--- config.mk ---
export PLATFORM = sky130hd
export DESIGN_NAME = contador_param
export DESIGN_NICKNAME = d
export VERILOG_FILES = /design/src/rtl/contador_param.sv
export SDC_FILE = /design/constraint.sdc
export NUM_CORES = 1
export LEC_CHECK = 0
export ABC_CLOCK_PERIOD_IN_PS = 3700
export BUFFER_PORTS_ARGS = -buffer_cell sky130_fd_sc_hd__buf_2
export CORE_ASPECT_RATIO = 0.9
export CORE_MARGIN = 3
export CORE_UTILIZATION = 45
export DETAILED_ROUTE_END_ITERATION = 7
export PLACE_DENSITY_LB_ADDON = 0.1
export SLEW_MARGIN = 20
export SYNTH_ARGS = -nofsm -noshare
export SYNTH_HDL_FRONTEND = slang
export SYNTH_SLANG_ARGS = --single-unit
--- constraint.sdc ---
create_clock -name clk -period 3.7 [get_ports clk]
set_clock_uncertainty 0.15 [all_clocks]
set_input_delay 0 -clock clk [delete_from_list [all_inputs] [get_ports clk]]
set_output_delay 0 -clock clk [all_outputs]
set_load 0.01 [all_outputs]
--- src/rtl/contador_param.sv ---
// -----------------------------------------------------------------------------
// contador_param
//
// Purpose:
//   Per-channel accepted-pop counter for the transaction-layer FIFO bank.
//   Each of NUM_CH channels counts pops that hit a non-empty FIFO while the
//   link is IDLE or ACTIVE. A count saturates at 2**CNT_W-1, and any further
//   accepted pop on that channel sets its sticky overflow flag. A small
//   WAIT/SERVE readout FSM answers req/idx requests while the link is IDLE.
//   The answer appears exactly one cycle after the request and can be
//   streamed back-to-back, one channel per cycle.
//
// Parameters:
//   NUM_CH : number of counted channels (2..16)
//   IDX_W  : width of idx, 2**IDX_W must be >= NUM_CH
//   CNT_W  : width of each counter and of data_out
//
// Ports:
//   clk        in   system clock, rising edge
//   reset      in   asynchronous active-high reset
//   state      in   [3:0] link FSM state, one-hot
//                   (RESET=0001, INIT=0010, IDLE=0100, ACTIVE=1000)
//   pop        in   [NUM_CH-1:0] per-channel pop strobe
//   fifo_empty in   [NUM_CH-1:0] per-channel FIFO empty flag
//   req        in   readout request
//   idx        in   [IDX_W-1:0] channel selected for readout
//   data_out   out  [CNT_W-1:0] count of the requested channel, 0 when idle
//   valid      out  data_out holds a readout this cycle
//   ovf        out  [NUM_CH-1:0] sticky per-channel saturation flag
//
// Build option:
//   CONTADOR_CLEAR_ON_READ_EN - when defined, serving a channel clears its
//   counter and overflow flag on the capturing edge. A pop accepted on that
//   edge is not part of the served value and leaves the counter at 1.
//   When undefined, readout is non-destructive.
// -----------------------------------------------------------------------------
module contador_param #(
  parameter int unsigned NUM_CH = 4,
  parameter int unsigned IDX_W  = 2,
  parameter int unsigned CNT_W  = 5
) (
  input  logic              clk,
  input  logic              reset,
  input  logic [3:0]        state,
  input  logic [NUM_CH-1:0] pop,
  input  logic [NUM_CH-1:0] fifo_empty,
  input  logic              req,
  input  logic [IDX_W-1:0]  idx,
  output logic [CNT_W-1:0]  data_out,
  output logic              valid,
  output logic [NUM_CH-1:0] ovf
);

  // Link FSM encodings (one-hot). Any other code is treated as "hold":
  // no counting, no clearing, and no readout.
  localparam logic [3:0] LINK_RESET  = 4'b0001;
  localparam logic [3:0] LINK_INIT   = 4'b0010;
  localparam logic [3:0] LINK_IDLE   = 4'b0100;
  localparam logic [3:0] LINK_ACTIVE = 4'b1000;

  localparam logic [CNT_W-1:0] CNT_MAX = '1;

  typedef enum logic {
    RD_WAIT  = 1'b0,
    RD_SERVE = 1'b1
  } rd_state_t;

  // ---------------------------------------------------------------------------
  // Shared decode
  // ---------------------------------------------------------------------------
  logic              sync_clear;
  logic              count_en;
  logic              idx_legal;
  logic              grant;
  logic [NUM_CH-1:0] accept;

  // RESET and INIT wipe everything on the next edge, like the reset pin.
  assign sync_clear = (state == LINK_RESET) || (state == LINK_INIT);
  assign count_en   = (state == LINK_ACTIVE) || (state == LINK_IDLE);
  assign accept     = pop & ~fifo_empty & {NUM_CH{count_en}};

  // idx can address more slots than exist; the extra codes are ignored.
  assign idx_legal  = (32'(idx) < NUM_CH);

  // A request is honoured only in IDLE with a legal channel. The same
  // condition drives WAIT->SERVE and SERVE->SERVE.
  assign grant      = req && (state == LINK_IDLE) && idx_legal;

  // Per-channel value offered to the readout mux, flattened so that the mux
  // can select it with a run-time index.
  logic [NUM_CH*CNT_W-1:0] serve_src_flat;

  // ---------------------------------------------------------------------------
  // Per-channel counters
  // ---------------------------------------------------------------------------
  for (genvar gi = 0; gi < NUM_CH; gi++) begin : g_ch
    logic [CNT_W-1:0] cnt_q;
    logic [CNT_W-1:0] cnt_d;
    logic [CNT_W-1:0] cnt_inc;
    logic             ovf_q;
    logic             ovf_d;
`ifdef CONTADOR_CLEAR_ON_READ_EN
    logic             read_hit;

    assign read_hit = grant && (idx == IDX_W'(gi));
`endif

    always_comb begin
      cnt_inc = cnt_q;
      ovf_d   = ovf_q;
      // Saturating increment: at the top value the count holds, and the
      // lost pop is recorded in the sticky flag instead.
      if (accept[gi]) begin
        if (cnt_q == CNT_MAX) begin
          ovf_d = 1'b1;
        end else begin
          cnt_inc = cnt_q + CNT_W'(1);
        end
      end
      cnt_d = cnt_inc;
`ifdef CONTADOR_CLEAR_ON_READ_EN
      // Destructive read: restart from zero, but keep a pop that lands on
      // the capturing edge so that no word is lost between reads.
      if (read_hit) begin
        cnt_d = accept[gi] ? CNT_W'(1) : '0;
        ovf_d = 1'b0;
      end
`endif
      if (sync_clear) begin
        cnt_d = '0;
        ovf_d = 1'b0;
      end
    end

    always_ff @(posedge clk or posedge reset) begin
      if (reset) begin
        cnt_q <= '0;
        ovf_q <= 1'b0;
      end else begin
        cnt_q <= cnt_d;
        ovf_q <= ovf_d;
      end
    end

    assign ovf[gi] = ovf_q;

`ifdef CONTADOR_CLEAR_ON_READ_EN
    // The served value excludes the same-edge pop; that pop seeds the
    // cleared counter instead.
    assign serve_src_flat[gi*CNT_W +: CNT_W] = cnt_q;
`else
    // The served value includes a pop accepted in the request cycle, so
    // the post-increment value is the one to capture.
    assign serve_src_flat[gi*CNT_W +: CNT_W] = cnt_inc;
`endif
  end

  // ---------------------------------------------------------------------------
  // Readout mux. The value is captured into data_q on the request edge, so
  // SERVE presents counter[sel] as it stood including the request cycle.
  // This is equivalent to registering sel and reading through it, and it
  // still works when clear-on-read zeroes the counter on that same edge.
  // ---------------------------------------------------------------------------
  logic [CNT_W-1:0] serve_val;

  always_comb begin
    serve_val = '0;
    for (int i = 0; i < int'(NUM_CH); i++) begin
      if (idx == IDX_W'(i)) begin
        serve_val = serve_src_flat[i*CNT_W +: CNT_W];
      end
    end
  end

  // ---------------------------------------------------------------------------
  // Readout FSM
  // ---------------------------------------------------------------------------
  rd_state_t        rd_state_q;
  rd_state_t        rd_state_d;
  logic [CNT_W-1:0] data_q;
  logic [CNT_W-1:0] data_d;

  always_comb begin
    rd_state_d = RD_WAIT;
    data_d     = '0;
    case (rd_state_q)
      RD_WAIT: begin
        if (grant) begin
          rd_state_d = RD_SERVE;
          data_d     = serve_val;
        end
      end
      RD_SERVE: begin
        // Back-to-back readout: a still-valid request re-selects the
        // channel. Otherwise the current SERVE cycle completes and the FSM
        // drops to WAIT, which also covers the link leaving IDLE.
        if (grant) begin
          rd_state_d = RD_SERVE;
          data_d     = serve_val;
        end
      end
      default: begin
        rd_state_d = RD_WAIT;
        data_d     = '0;
      end
    endcase
    if (sync_clear) begin
      rd_state_d = RD_WAIT;
      data_d     = '0;
    end
  end

  always_ff @(posedge clk or posedge reset) begin
    if (reset) begin
      rd_state_q <= RD_WAIT;
      data_q     <= '0;
    end else begin
      rd_state_q <= rd_state_d;
      data_q     <= data_d;
    end
  end

  // Both outputs come straight from the asynchronously reset registers, so
  // a mid-readout reset drops them at once.
  assign valid    = (rd_state_q == RD_SERVE);
  assign data_out = data_q;

endmodule

==> results of run 1 <==
## worst max-delay path: stages
cell and delay, ns:
sky130_fd_sc_hd__dlygate4sd3_1 0.53, sky130_fd_sc_hd__buf_2 0.10, sky130_fd_sc_hd__nand2_1 0.04, sky130_fd_sc_hd__dlygate4sd3_1 0.56, sky130_fd_sc_hd__nor4_1 0.65, sky130_fd_sc_hd__dlygate4sd3_1 0.69, sky130_fd_sc_hd__inv_1 0.06, sky130_fd_sc_hd__a221o_1 0.29
sky130_fd_sc_hd__o32ai_2 0.28
## synthesized netlist by cell type (2+ instances only)
cell                       instances
sky130_fd_sc_hd__dfrtp_1          30
sky130_fd_sc_hd__nor2_1           25
sky130_fd_sc_hd__mux2i_1          10
sky130_fd_sc_hd__nand2_1          10
sky130_fd_sc_hd__nand3_1          10
sky130_fd_sc_hd__a41oi_1           5
sky130_fd_sc_hd__nand4_1           5
sky130_fd_sc_hd__xor2_1            5
sky130_fd_sc_hd__a31oi_1           4
sky130_fd_sc_hd__buf_4             4
sky130_fd_sc_hd__ha_1              4
sky130_fd_sc_hd__inv_1             4
sky130_fd_sc_hd__a21oi_1           3
sky130_fd_sc_hd__and2_1            3
sky130_fd_sc_hd__and3_1            3
sky130_fd_sc_hd__clkbuf_1          3
sky130_fd_sc_hd__mux2_2            3
sky130_fd_sc_hd__nor3_1            3
sky130_fd_sc_hd__nor4b_1           3
sky130_fd_sc_hd__a311oi_1          2
sky130_fd_sc_hd__buf_2             2
sky130_fd_sc_hd__nand2b_1          2
sky130_fd_sc_hd__nor2b_1           2
sky130_fd_sc_hd__o22ai_1           2
sky130_fd_sc_hd__xnor2_1           2
## cell type report
| cell class | instances | area, um^2 |
|---|---|---|
| fill | 300 | 1470 |
| multi-input combinational | 118 | 815 |
| sequential | 30 | 751 |
| timing repair buffer | 35 | 215 |
| clock buffer | 6 | 82.6 |
| tap | 44 | 55.1 |
| clock inverter | 1 | 30.0 |
| inverter | 4 | 15.0 |
## layer usage
metal	vias to the layer above	track usage (%)	share of wire, %
met5	-	0	0
met4	0	7.07	1.7
met3	5	6.86	9.0
met2	55	24.5	42
met1	630	23.1	47
li1	652	-	-
## worst paths after layout
path	slack, ns	endpoint	cells after the start
worst max-delay path	0.54	data_out[3]$_DFF_PP0_	9
worst min-delay path	0.04	g_ch[3].cnt_q[2]$_DFF_PP0_	5
worst max register to register	1.71	data_out[0]$_DFF_PP0_	6
worst min register to register	0.34	g_ch[0].ovf_q$_DFFE_PP0P_	2
max in group asynchronous	2.94	g_ch[1].cnt_q[2]$_DFF_PP0_	4
min in group asynchronous	0.18	g_ch[3].cnt_q[0]$_DFF_PP0_	4
## logic make-up (layout without fill, tap and decap cells)
family | after synthesis | in the layout | share of synthesized area [%]
multiplexers | 14 | 14 | 9.55
flip-flops | 30 | 30 | 45.8
adder cells (fa/ha/maj) | 4 | 4 | 3.06
XOR/XNOR | 7 | 7 | 3.74
AO/OA/AOI/OAI | 22 | 22 | 10.5
AND/OR/NAND/NOR | 71 | 71 | 22.6
buffers and inverters | 14 | 46 | 4.74
## flip-flops by register name (all words and copies together), names as in the netlist
| register | flops |
|---|---|
| g_ch.cnt_q | 20 |
| data_out | 5 |
| valid | 1 |
| g_ch.ovf_q | 4 |
## where the power goes
| part | total, mW | internal, mW | leakage, nW | switching (mW) |
|---|---|---|---|---|
| sequential | 0.352 | 0.340 | 0.416 | 0.0111 |
| combinational | 0.0814 | 0.0356 | 0.491 | 0.0458 |
| clock | 0.334 | 0.215 | 0.0573 | 0.119 |
## metrics by stage
step	instances	worst slack, ns	hold slack [ns]
after floorplan	162	1.89	-0.0592
after global placement	224	1.62	-0.0570
after detailed placement	224	1.58	-0.0544
after CTS	238	0.667	0.0345
after global routing	238	0.417	0.0723
final	238	0.536	0.0383
## repair_timing
item / CTS / global route
endpoints found under the hold margin: 37 / 0
hold buffers: 7 / 0
buffers inserted: 0 / 0
==> impl_results.md, run 1 <==
* Clock Pin Slew Worst Setup and Hold Paths at around 0.060 ns
* Arrival @ worst endpoint at 3.20 ns
* Crit path kind: in2reg
* Fin area at 0.00196 mm^2
* Count of pins on the block boundary at 27
* Maximum level of the CTS H-tree at 2
* Placed instance area at 0.00178 mm^2
* Master cell of the clock root buffer: sky130_fd_sc_hd__clkbuf_8
* Portion of the post-synthesis area used by sequential elements at between 40% and 50%
* Placement row count at 20
* Detailed-route DRC error count at 0
* Hold Startpoint: fifo_empty[3]
* Count of synthesis-stage warnings from yosys at 0
* Most common cell after layout, fill and taps aside: sky130_fd_sc_hd__dfrtp_1
* Avg Cell Area, Syn at ~10 um^2
* Hold Path Class: in2reg
* Antenna Violating Nets Remaining at 0
* Status: finished, final reports clean
* Final-report setup violation count at 0
* Effective utilization at floorplan at 47.8%
* Critical path startpoint category: input pin
* Achievable Freq at about 0.32 GHz
* Die H at 63.2 um
* Total via count after detailed routing at between 1,000 and 1,500
* Reported max-cap violation count at 0
* Final HPWL DP at 2.55 mm
* Number of failing hold endpoints at the final stage at 0
* Number of port buffers at 26
* First-pass GRT wire length at 5.89 mm
* Die Footprint at around 0.0044 mm^2
* Register bit total from synthesis at 30
* Total global-route track usage at 17.2%
* Synth Instances at 162
* Horizontal die dimension at 69.6 um
* Max FO, Critical Path at 4
* Total nets after synthesis at 183
* Initial antenna violation count at 0
* Yosys top cell area share at 45.8%
* Leading cell types by total area after synthesis: sky130_fd_sc_hd__dfrtp_1, sky130_fd_sc_hd__mux2i_1, sky130_fd_sc_hd__nor2_1, sky130_fd_sc_hd__ha_1, sky130_fd_sc_hd__nand3_1
* Antenna Cells at 0
* Share of the core filled with cells in the final layout at 57.3%
* Static Leakage at 0.964 nW
* Routability congestion estimate at about 0.84
* Insertion delay to the later sink of the worst-skew pair at 0.29 ns
* P&R area growth vs syn at 19.9%
* Total Wirelength at 3.56 mm
* Leading cell types in the layout, fill and taps excluded: sky130_fd_sc_hd__dfrtp_1, sky130_fd_sc_hd__buf_2, sky130_fd_sc_hd__nor2_1
* Critical register-to-register path startpoint: g_ch[3].cnt_q[0]$_DFF_PP0_
* Max-slew violation count at 0
* Via count of the first global-routing pass at between 1,000 and 1,500
* TritonCTS clock tree: yes
* Pin count of the biggest net entering global routing at 31
* Total number of clock tree sinks at 30
* Req. time, crit path at 3.74 ns
* Actual slew at the worst max-slew pin at 0.925 ns
* Worst setup EP type: register
* CTS Buf Count at 5
* Mean routed wirelength per cell at 15.0 um
* Detailed-routing iteration count for the pre-antenna-repair pass at 4
* Predominant post-synthesis flop cell: sky130_fd_sc_hd__dfrtp_1
* Total of cells resized after clock tree synthesis at 0
* CP startpoint: req
* Cell area after synthesis at 0.00164 mm^2
* Core outline area at 0.00343 mm^2
* RSZ-0062 raised after global routing: false
* Maximum number of buffers from clock root to sink at 2
* Count of flip-flops with a built-in enable after synthesis at 0
* Proportion of layout cells with a drive suffix above 1 at between 20% and 30%
* Setup TNS at 0 ns
* Share of async-settable or async-resettable flops after synthesis at 100%
* Peak supply drop at 0.269 mV
* Starting DRT DRC Count at 86
* PwrDens at 391 mW/mm^2
* Post-route total power at 0.767 mW
* Final critical-path required period at 3.16 ns
* Cell type contributing the most total cell area after synthesis: sky130_fd_sc_hd__dfrtp_1
* Via-per-instance ratio at between 5 and 6
* Distinct cell type count of the synthesized netlist at 38
* Share of the cycle needed by the critical path after routing at 85.5%
* Final net count at around 220
* Total overflow reported by the global router at 0
* Headroom to the max-slew limit at about two fifths
(Power assumes the default switching activity.)
==> run 2, diff against run 1 <==
Settings changed: REMOVE_ABC_BUFFERS set to 1, SLEW_MARGIN 20 to unset.
==> impl_results.md, run 2 (synthesis gave the netlist of run 1 again) <==
* Horizontal die dimension at 69.6 um
* Count of pins on the block boundary at 27
* Reported max-cap violation count at 0
* Achievable Freq at around 0.33 GHz
* Maximum number of buffers from clock root to sink at 2
* Insertion delay to the later sink of the worst-skew pair at 0.28 ns
* Final critical-path required period at 3.00 ns
* Die Footprint at 0.00440 mm^2
* Req. time, crit path at 3.74 ns
* Leading cell types in the layout, fill and taps excluded: sky130_fd_sc_hd__dfrtp_1, sky130_fd_sc_hd__buf_2, sky130_fd_sc_hd__nor2_1
* Hold Path Class: in2reg
* Post-route total power at ~0.7 mW
* First-pass GRT wire length at 6.44 mm
* Worst setup EP type: register
* Proportion of layout cells with a drive suffix above 1 at 22.6%
* Routability congestion estimate at 0.799
* Total overflow reported by the global router at 0
* Most common cell after layout, fill and taps aside: sky130_fd_sc_hd__dfrtp_1
* PwrDens at between 300 and 400 mW/mm^2
* Crit path kind: in2reg
* Antenna Cells at 0
* Critical path startpoint category: input pin
* Pin count of the biggest net entering global routing at 31
* Core outline area at 0.00343 mm^2
* Total Wirelength at 3.69 mm
* CTS Buf Count at 5
* Number of flip-flops in the largest register at 20
* Total via count after detailed routing at 1,342
* Static Leakage at 0.955 nW
* Share of the cycle needed by the critical path after routing at roughly 80%
* Starting DRT DRC Count at 73
* Max FO, Critical Path at 4
* Total global-route track usage at 18.6%
* Placed instance area at between 0.0015 and 0.002 mm^2
* Number of failing hold endpoints at the final stage at 0
* Effective utilization at floorplan at 47.8%
* Final-report setup violation count at 0
* Total of cells resized after clock tree synthesis at 0
* Via-per-instance ratio at 5.62
* Master cell of the clock root buffer: sky130_fd_sc_hd__clkbuf_8
* TritonCTS clock tree: yes
* P&R area growth vs syn at 18.6%
* Max-slew violation count at 0
* Peak supply drop at 0.215 mV
* Antenna Violating Nets Remaining at 0
* Total number of clock tree sinks at 30
* RSZ-0062 raised after global routing: false
* Register-to-register path setup slack at about 1.7 ns
* Placement row count at 20
* Register name with the most flops: g_ch.cnt_q
* Via count of the first global-routing pass at 1,377
* Initial antenna violation count at 0
* Filler Cell Count at 310
* Hold WS at 0.0261 ns
* Headroom to the max-slew limit at 37.4%
* Detailed-routing iteration count for the pre-antenna-repair pass at 4
* Maximum level of the CTS H-tree at 2
* Clock Pin Slew Worst Setup and Hold Paths at 0.06 ns
* Setup TNS at 0 ns
* Number of port buffers at 26
* Actual slew at the worst max-slew pin at 0.936 ns
* Mean routed wirelength per cell at 15.4 um
* Final net count at 215
* Detailed-route DRC error count at 0
* Status: finished, final reports clean
* Fin area at 0.00194 mm^2
* Arrival @ worst endpoint at 3.04 ns
* Final HPWL DP at 2.60 mm
* Die H at 63.2 um
run 2: cell count changes in the layout (fill, tap and decap cells not counted):
cell | before | now
sky130_fd_sc_hd__clkbuf_1 | 0 | 1
sky130_fd_sc_hd__bufinv_16 | 1 | 0
sky130_fd_sc_hd__clkinv_2 | 0 | 1
run 2: final cells by class:
cell class,count,area [um^2],area share (%)
Clock inverter,1,5.00,0.258
Tap cell,44,55.1,2.84
Inverter,4,15.0,0.773
Sequential cell,30,751,38.7
Clock buffer,7,86.3,4.45
Timing Repair Buffer,35,215,11.1
Multi-Input combinational cell,118,815,41.9
run 2: metal layers:
metal / routed length [um] / global-route usage [%] / share of wire (%)
met4: 50 / 8.05 / 1.4
met5: 0 / 0 / 0
met1: 1770 / 25.4 / 48
met2: 1620 / 28.2 / 44
met3: 254 / 4.47 / 6.9
run 2: power by group:
group	internal, mW	switching [mW]
Clock	0.150	0.120
Combinational	0.0355	0.0471
Sequential	0.340	0.0111
run 2: repair_timing:
item,4_1_cts,5_1_grt
endpoints found under the hold margin,37,0
hold buffers,7,0
buffers inserted,0,0
run 2: stage by stage:
stage | util, % | instances | worst slack [ns]
2_1_floorplan | - | 152 | 1.87
3_3_place_gp | 51.9 | 224 | 1.59
3_5_place_dp | 51.9 | 224 | 1.57
4_1_cts | 56.6 | 239 | 0.728
5_1_grt | 56.6 | 239 | 0.554
6_report | 56.6 | 239 | 0.702
run 2: worst paths after layout:
path,start,end,cells past startpoint
worst max-delay path,req,data_out[3]$_DFF_PP0_,9
worst min register to register,g_ch[3].ovf_q$_DFFE_PP0P_,g_ch[3].ovf_q$_DFFE_PP0P_,2
min in group asynchronous,reset,g_ch[3].cnt_q[2]$_DFF_PP0_,4
max in group asynchronous,reset,data_out[1]$_DFF_PP0_,4
worst min-delay path,fifo_empty[3],g_ch[3].cnt_q[2]$_DFF_PP0_,5
worst max register to register,g_ch[1].cnt_q[0]$_DFF_PP0_,data_out[0]$_DFF_PP0_,6
run 2: worst max-delay path, stage by stage:
cell                            delay (ns)
sky130_fd_sc_hd__dlygate4sd3_1        0.53
sky130_fd_sc_hd__buf_2                0.10
sky130_fd_sc_hd__nand2_1              0.04
sky130_fd_sc_hd__dlygate4sd3_1        0.55
sky130_fd_sc_hd__nor4_1               0.52
sky130_fd_sc_hd__dlygate4sd3_1        0.68
sky130_fd_sc_hd__inv_1                0.06
sky130_fd_sc_hd__a221o_1              0.29
sky130_fd_sc_hd__o32ai_2              0.26
